**config.mk**
```make
export PLATFORM = sky130hd
export DESIGN_NAME = f_stage_fq_flat
export DESIGN_NICKNAME = d
export VERILOG_FILES = /design/src/rtl/f_stage_fq_if.sv /design/src/rtl/f_stage_fq.sv /design/src/flat_wrapper.sv
export SDC_FILE = /design/constraint.sdc
export NUM_CORES = 1
export LEC_CHECK = 0
export ABC_CLOCK_PERIOD_IN_PS = 8170
export CAP_MARGIN = 20
export CORE_ASPECT_RATIO = 0.9
export CORE_MARGIN = 8
export CORE_UTILIZATION = 55
export DETAILED_ROUTE_END_ITERATION = 10
export PLACE_DENSITY = 0.83
export SLEW_MARGIN = 20
export SYNTH_ARGS = -nofsm -noshare
export SYNTH_HDL_FRONTEND = slang
export SYNTH_SLANG_ARGS = --single-unit
```
**constraint.sdc**
```tcl
create_clock -name clk -period 8.17 [get_ports clk]
set_input_delay 0.817 -clock clk [delete_from_list [all_inputs] [get_ports clk]]
set_output_delay 0.817 -clock clk [all_outputs]
set_load 0.01 [all_outputs]
```
**src/rtl/f_stage_fq_if.sv**
```systemverilog
// Instruction-memory request/response bus between the fetch stage (master)
// and the instruction memory (slave).
interface f_stage_fq_if #(
  parameter int N_BITS = 32
);
  // Request: transfers when imem_req_vld && imem_req_rdy at a rising clk edge.
  // imem_req_vld never depends on imem_req_rdy. Response: imem_resp_vld is a
  // one-cycle, in-order pulse with no back-pressure.
  logic              imem_req_vld;
  logic              imem_req_rdy;
  logic [N_BITS-1:0] imem_req_addr;
  logic              imem_resp_vld;
  logic [31:0]       imem_resp_data;

  modport master (
    output imem_req_vld,
    output imem_req_addr,
    input  imem_req_rdy,
    input  imem_resp_vld,
    input  imem_resp_data
  );

  modport slave (
    input  imem_req_vld,
    input  imem_req_addr,
    output imem_req_rdy,
    output imem_resp_vld,
    output imem_resp_data
  );
endinterface

```
**src/rtl/f_stage_fq.sv**
```systemverilog
// Fetch stage: sequential imem fetches, in-order fetch queue, redirect flush.
// Optional F_STAGE_PERF_CNT_EN adds fetch/drop event counters.
module f_stage_fq #(
  parameter int                N_BITS          = 32,
  parameter logic [N_BITS-1:0] RST_PC          = '0,
  parameter int                FQ_DEPTH        = 4,
  parameter int                MAX_OUTSTANDING = 2
) (
  input  logic              clk,
  input  logic              rst_n,
  input  logic              jal_vld,
  input  logic [N_BITS-1:0] jal_tgt,
  input  logic              branch_vld,
  input  logic [N_BITS-1:0] branch_tgt,
  input  logic              jalr_vld,
  input  logic [N_BITS-1:0] jalr_tgt,
  f_stage_fq_if.master      imem,
  output logic              vld,
  output logic [31:0]       inst,
  output logic [N_BITS-1:0] pc,
  output logic [N_BITS-1:0] pc_plus4,
  input  logic              stall_in,
  output logic              squash
`ifdef F_STAGE_PERF_CNT_EN
  ,
  output logic [31:0]       perf_fetch_cnt,
  output logic [31:0]       perf_drop_cnt
`endif
);

  localparam int IW = $clog2(FQ_DEPTH);
  localparam int PW = IW + 1;
  localparam int OW = $clog2(MAX_OUTSTANDING + 1);

  typedef logic [PW-1:0] ptr_t;
  typedef logic [OW-1:0] cnt_t;

  logic [N_BITS-1:0] fpc;
  ptr_t              alloc;
  ptr_t              fill;
  ptr_t              head;
  cnt_t              out_cnt;
  cnt_t              drop_cnt;

  logic [N_BITS-1:0] ent_pc   [FQ_DEPTH];
  logic [31:0]       ent_inst [FQ_DEPTH];
  logic [FQ_DEPTH-1:0] ent_full;

  logic              redirect;
  logic [N_BITS-1:0] redirect_tgt;
  ptr_t              occ;
  logic              issue_ok;
  logic              issue;
  logic              resp;
  logic              resp_drop;
  logic              resp_fill;
  logic              deq;
  logic [IW-1:0]     head_idx;
  logic [IW-1:0]     fill_idx;
  logic [IW-1:0]     alloc_idx;

  always_comb begin
    redirect     = jal_vld | branch_vld | jalr_vld;
    redirect_tgt = jal_tgt;
    if (jalr_vld) begin
      redirect_tgt = jalr_tgt;
    end else if (branch_vld) begin
      redirect_tgt = branch_tgt;
    end

    head_idx  = head[IW-1:0];
    fill_idx  = fill[IW-1:0];
    alloc_idx = alloc[IW-1:0];
    occ       = alloc - head;

    // rst_n gates the request so it drops the instant reset asserts.
    issue_ok = rst_n && !redirect && (occ < ptr_t'(FQ_DEPTH))
               && (out_cnt < cnt_t'(MAX_OUTSTANDING));
    issue    = issue_ok && imem.imem_req_rdy;

    resp      = imem.imem_resp_vld;
    resp_drop = resp && (redirect || (drop_cnt != '0));
    resp_fill = resp && !resp_drop;

    // head != fill is implied by a set full bit; kept as a cheap cross-check.
    vld = ent_full[head_idx] && (head != alloc) && (head != fill) && !redirect;
    deq = vld && !stall_in;
  end

  assign imem.imem_req_vld  = issue_ok;
  assign imem.imem_req_addr = fpc;
  assign inst               = ent_inst[head_idx];
  assign pc                 = ent_pc[head_idx];
  assign pc_plus4           = ent_pc[head_idx] + N_BITS'(4);
  assign squash             = redirect;

  // Control state. A redirect overrides everything except the out_cnt update.
  always_ff @(posedge clk or negedge rst_n) begin
    if (!rst_n) begin
      fpc      <= RST_PC;
      alloc    <= '0;
      fill     <= '0;
      head     <= '0;
      out_cnt  <= '0;
      drop_cnt <= '0;
    end else begin
      case ({issue, resp})
        2'b10:   out_cnt <= out_cnt + cnt_t'(1);
        2'b01:   out_cnt <= out_cnt - cnt_t'(1);
        default: out_cnt <= out_cnt;
      endcase

      if (redirect) begin
        fpc      <= redirect_tgt;
        head     <= alloc;
        fill     <= alloc;
        // Everything still outstanding after this cycle is stale.
        drop_cnt <= out_cnt - cnt_t'(resp);
      end else begin
        if (issue) begin
          alloc <= alloc + ptr_t'(1);
          fpc   <= fpc + N_BITS'(4);
        end
        if (resp_fill) begin
          fill <= fill + ptr_t'(1);
        end
        if (resp && (drop_cnt != '0)) begin
          drop_cnt <= drop_cnt - cnt_t'(1);
        end
        if (deq) begin
          head <= head + ptr_t'(1);
        end
      end
    end
  end

  // Queue entries. issue/resp_fill/deq are all low during a redirect, and
  // the three indices never collide on the same entry in one cycle.
  always_ff @(posedge clk or negedge rst_n) begin
    if (!rst_n) begin
      for (int i = 0; i < FQ_DEPTH; i++) begin
        ent_pc[i]   <= '0;
        ent_inst[i] <= '0;
      end
      ent_full <= '0;
    end else begin
      if (deq) begin
        ent_full[head_idx] <= 1'b0;
      end
      if (resp_fill) begin
        ent_inst[fill_idx] <= imem.imem_resp_data;
        ent_full[fill_idx] <= 1'b1;
      end
      if (issue) begin
        ent_pc[alloc_idx]   <= fpc;
        ent_full[alloc_idx] <= 1'b0;
      end
    end
  end

`ifdef F_STAGE_PERF_CNT_EN
  always_ff @(posedge clk or negedge rst_n) begin
    if (!rst_n) begin
      perf_fetch_cnt <= '0;
      perf_drop_cnt  <= '0;
    end else begin
      if (deq) begin
        perf_fetch_cnt <= perf_fetch_cnt + 32'd1;
      end
      if (resp_drop) begin
        perf_drop_cnt <= perf_drop_cnt + 32'd1;
      end
    end
  end
`endif

  // Bookkeeping invariants.
  a_out_cnt_max : assert property (@(posedge clk) disable iff (!rst_n)
    out_cnt <= cnt_t'(MAX_OUTSTANDING));
  a_drop_le_out : assert property (@(posedge clk) disable iff (!rst_n)
    drop_cnt <= out_cnt);
  a_occ_max : assert property (@(posedge clk) disable iff (!rst_n)
    occ <= ptr_t'(FQ_DEPTH));
  a_resp_has_req : assert property (@(posedge clk) disable iff (!rst_n)
    imem.imem_resp_vld |-> (out_cnt != '0));

endmodule
```
**src/flat_wrapper.sv**
```systemverilog
// flat-port wrapper written by rule: the top's interface ports become plain ports
module f_stage_fq_flat 
#(
  parameter int                N_BITS          = 32,
  parameter logic [N_BITS-1:0] RST_PC          = '0,
  parameter int                FQ_DEPTH        = 4,
  parameter int                MAX_OUTSTANDING = 2
)
  (clk, rst_n, jal_vld, jal_tgt, branch_vld, branch_tgt, jalr_vld, jalr_tgt, vld, inst, pc, pc_plus4, stall_in, squash, imem_imem_req_vld, imem_imem_req_addr, imem_imem_req_rdy, imem_imem_resp_vld, imem_imem_resp_data);
  f_stage_fq_if #(.N_BITS(N_BITS)) imem_i ();
  input  logic clk;
  input  logic rst_n;
  input  logic jal_vld;
  input  logic [N_BITS-1:0] jal_tgt;
  input  logic branch_vld;
  input  logic [N_BITS-1:0] branch_tgt;
  input  logic jalr_vld;
  input  logic [N_BITS-1:0] jalr_tgt;
  output logic vld;
  output logic [31:0] inst;
  output logic [N_BITS-1:0] pc;
  output logic [N_BITS-1:0] pc_plus4;
  input  logic stall_in;
  output logic squash;
  output wire logic [$bits(imem_i.imem_req_vld)-1:0] imem_imem_req_vld;
  output wire logic [$bits(imem_i.imem_req_addr)-1:0] imem_imem_req_addr;
  input wire logic [$bits(imem_i.imem_req_rdy)-1:0] imem_imem_req_rdy;
  input wire logic [$bits(imem_i.imem_resp_vld)-1:0] imem_imem_resp_vld;
  input wire logic [$bits(imem_i.imem_resp_data)-1:0] imem_imem_resp_data;
  assign imem_imem_req_vld = imem_i.imem_req_vld;
  assign imem_imem_req_addr = imem_i.imem_req_addr;
  assign imem_i.imem_req_rdy = imem_imem_req_rdy;
  assign imem_i.imem_resp_vld = imem_imem_resp_vld;
  assign imem_i.imem_resp_data = imem_imem_resp_data;
  f_stage_fq #(.N_BITS(N_BITS), .RST_PC(RST_PC), .FQ_DEPTH(FQ_DEPTH), .MAX_OUTSTANDING(MAX_OUTSTANDING)) u_core (.clk(clk), .rst_n(rst_n), .jal_vld(jal_vld), .jal_tgt(jal_tgt), .branch_vld(branch_vld), .branch_tgt(branch_tgt), .jalr_vld(jalr_vld), .jalr_tgt(jalr_tgt), .imem(imem_i), .vld(vld), .inst(inst), .pc(pc), .pc_plus4(pc_plus4), .stall_in(stall_in), .squash(squash));
endmodule
```
==> impl_metrics.yaml <==
power_and_ir_drop:
  power_mw: 5.33
  power.share.switching_pct: 30.6
  power_density_mw_per_mm2: 278
  power.switching_mw: 1.63
  p_comb_share_pct: 33.1
  power.leakage_nw: 8.92
  p_seq_share_pct: 40.2
  peakVddDrop_mv: 0.189
  p_int_mw: 3.70
  clockPowerShare_pct: 26.7
floorplan:
  rows: 58
  die_h_um: 174
  initial_core_util_pct: 55.4
  coreArea_mm2: 0.0276
  die_w_um: 192
  pin_count: 267
  dieArea_mm2: 0.0335
place:
  place.gp.congestion: 0.842
  port_buffers: 266
  hpwl_um: 28600
detailed_routing:
  drtAntennaViolNets: 0
  first_pass_iters: 5
  dr_total_vias: 10525
  routedWlPerCell_um: 24.1
  drt_iter0_drc: 700
  routed_via_density: 6.03
  drc: 0
  wl_um: 42100
synthesis:
  synth_enable_flop_cells: 0
  ys_ff_latch: 305
  synth_most_common_cell: "dfrtp_1"
  synth_area_mm2: 0.0153
  yosys_warnings: 0
  synthMuxAreaShare_pct: 30.5
  synthXorXnorAreaFrac_pct: 3.26
  synth_top_family_by_area: "multiplexers"
  synthTopCellsByArea: "dfrtp_1 50%, mux2_2 14%, mux4_2 8.8%"
  synth.cells.most_frequent: "305 x dfrtp_1, 191 x mux2_2, 60 x mux4_2"
  ys_types: 62
  synth_top_area_share_pct: 49.8
  yosys.area.top_type: "dfrtp_1"
  yosys.area_share.simple_pct: 5.89
  async_reset_ff_share_pct: 100
  synthCells: 1121
  postSynthAreaPerCell_um2: 13.7
  synth_fa_ha_area_share_pct: 1.55
  synth_compound_area_share_pct: 5.60
  yosys_most_used_dff: "dfrtp_1"
  syn-num-nets: 1276
  ys_seq_area_share_pct: 49.8
sta:
  tns_ns: 0
  fin_crit_sh_pct: 68.4
  hold_ws_ns: 0.328
  fmax_mhz: 179
  min_period_ns: 5.59
  drv_slew: 0
  finalSetupViolCount: 0
  worst_clock_skew_ns: 0.0209
  worst_slew_pin_slew_ns: 0.999
  relSlewSlack_pct: 33.1
  rsz0062_at_grt: "no"
  finalHoldViolCount: 0
clock_network:
  clockBufferDepth: 3
  cts_resized: 0
  clkLatencyLatePin_ns: 0.52
  ctsHoldBuffers: 0
  numCtsBuffers: 34
  htreeDepth: 2
  clk_pin_slew_ns: 0.06
  post_cts_buffers: 0
  root_buffer: "clkbuf_16"
  cts_sinks: 305
  cts_tree: "done"
global_route:
  grt_max_degree: 102
  grt_usage_pct: 25.0
  grt_pass1_wl_um: 66000
  antenna_found_initial: 0
  grt_pass1_vias: 11418
  grt.overflow.total: 0
layout:
  antenna_cells: 0
  drive_above_1_share_pct: 28.5
  nFillCells: 1908
  final_nets: 1519
  syn_to_final_growth_pct: 25.3
worst_setup_path:
  cp-start-kind: "register"
  worst_ep_arrival_time_ns: 4.77
  endpoint_kind: "primary output"
  critPathRequiredTime_ns: 7.35
  worst-path-max-fanout: 43
  critPathKind: "register to primary output"
run:
  drv_cap: 0
status:
  outcome: "complete, no violations"
worst_hold_path:
  hp-class: "input pin to asynchronous set/reset pin"
power groups by stage:
stage	sequential (mW)	combinational (mW)	clock, mW
finish	2.15	1.77	1.42
global placement	2.14	1.73	0
detailed placement	2.16	1.77	0
CTS	2.14	1.78	1.44
global route	2.19	1.88	1.51
floorplan	2.01	1.14	0
cells by family after synthesis:
family	Yosys count
mux	330
flops	305
simple gates	176
compound gates	135
buf+inv	99
xor+xnor	57
fa+ha+maj	19
sequential cells by signal (all words and copies together) (netlist names):
name,cells
u_core.alloc,3
u_core.drop_cnt,2
u_core.ent_full,4
u_core.ent_inst,128
u_core.ent_pc,128
u_core.fill,3
u_core.head,3
u_core.imem.imem_req_addr,32
u_core.out_cnt,2
layout by cell type (no fill, tap or decap), types with 3 or more instances in the layout:
master,instances
a211oi_1,5
a21oi_1,51
a22oi_1,19
a2bb2oi_1,7
a31oi_1,5
and2_1,5
and3_1,5
buf_4,16
clkbuf_1,10
clkbuf_16,34
clkbuf_8,6
clkdlybuf4s50_1,263
clkinv_2,5
dfrtp_1,303
ha_1,19
inv_1,22
mux2_1,6
mux2_2,191
mux2_4,59
mux2i_1,9
mux4_1,5
mux4_2,60
nand2_1,39
nand2b_1,3
nand3_1,25
nand4_1,16
nor2_1,50
nor3_1,6
nor3_2,3
o21ai_0,18
o221ai_1,4
o22a_1,3
o22ai_1,10
xnor2_1,33
xor2_1,24
critical path, cell delays in order, from the launching register on:
cell and delay (ns):
dfrtp_4 1.03, buf_4 0.60, mux4_2 0.38, ha_1 0.24, nand4_1 0.19, nor3_2 0.64
nand3_1 0.28, nor2_1 0.19, xor2_1 0.15, clkdlybuf4s50_1 0.55
final cells by class:
type	count	area (um2)	share of cell area [%]
inverter	23	86.3	0.450
sequential	305	7640	39.8
multi-input combinational	717	7190	37.5
timing repair buffer	283	2800	14.6
clock buffer	50	971	5.06
tap	360	450	2.35
clock inverter	8	58.8	0.306
per-layer routing:
layer | routed length, um | share of wire [%] | global-route usage [%] | vias to the layer above
met4 | 881 | 2.1 | 7.53 | 0
met1 | 17300 | 41 | 33.0 | 5463
met3 | 2950 | 7.0 | 4.75 | 55
met2 | 21000 | 50 | 41.5 | 416
li1 | - | - | - | 4591
met5 | 0 | 0 | 0 | -
final timing paths:
check                      slack, ns                            from                             end  depth (start not counted)
max                             2.58      u_core.head[0]$_DFFE_PN0P_                    pc_plus4[30]                          9
min                             0.33                           rst_n  u_core.ent_pc[114]$_DFFE_PN0P_                          1
max reg2reg                     3.80      u_core.head[1]$_DFFE_PN0P_   u_core.ent_pc[26]$_DFFE_PN0P_                          9
min reg2reg                     0.49  u_core.ent_pc[104]$_DFFE_PN0P_  u_core.ent_pc[104]$_DFFE_PN0P_                          1
max in group asynchronous       6.36                           rst_n   u_core.ent_pc[62]$_DFFE_PN0P_                          2
min in group clk                0.49  u_core.ent_pc[104]$_DFFE_PN0P_  u_core.ent_pc[104]$_DFFE_PN0P_                          1
through the flow:
stage / cell area [um2] / std cells / setup slack, ns / utilization [%]
after floorplan: 15300 / 1121 / 4.20 / -
after global placement: 18100 / 1687 / 3.13 / 65.6
after detailed placement: 18100 / 1687 / 3.07 / 65.6
after CTS: 19200 / 1745 / 2.53 / 69.3
after global routing: 19200 / 1746 / 2.19 / 69.4
final: 19200 / 1746 / 2.58 / 69.4
Note: power is estimated with default switching activity, not from simulation.
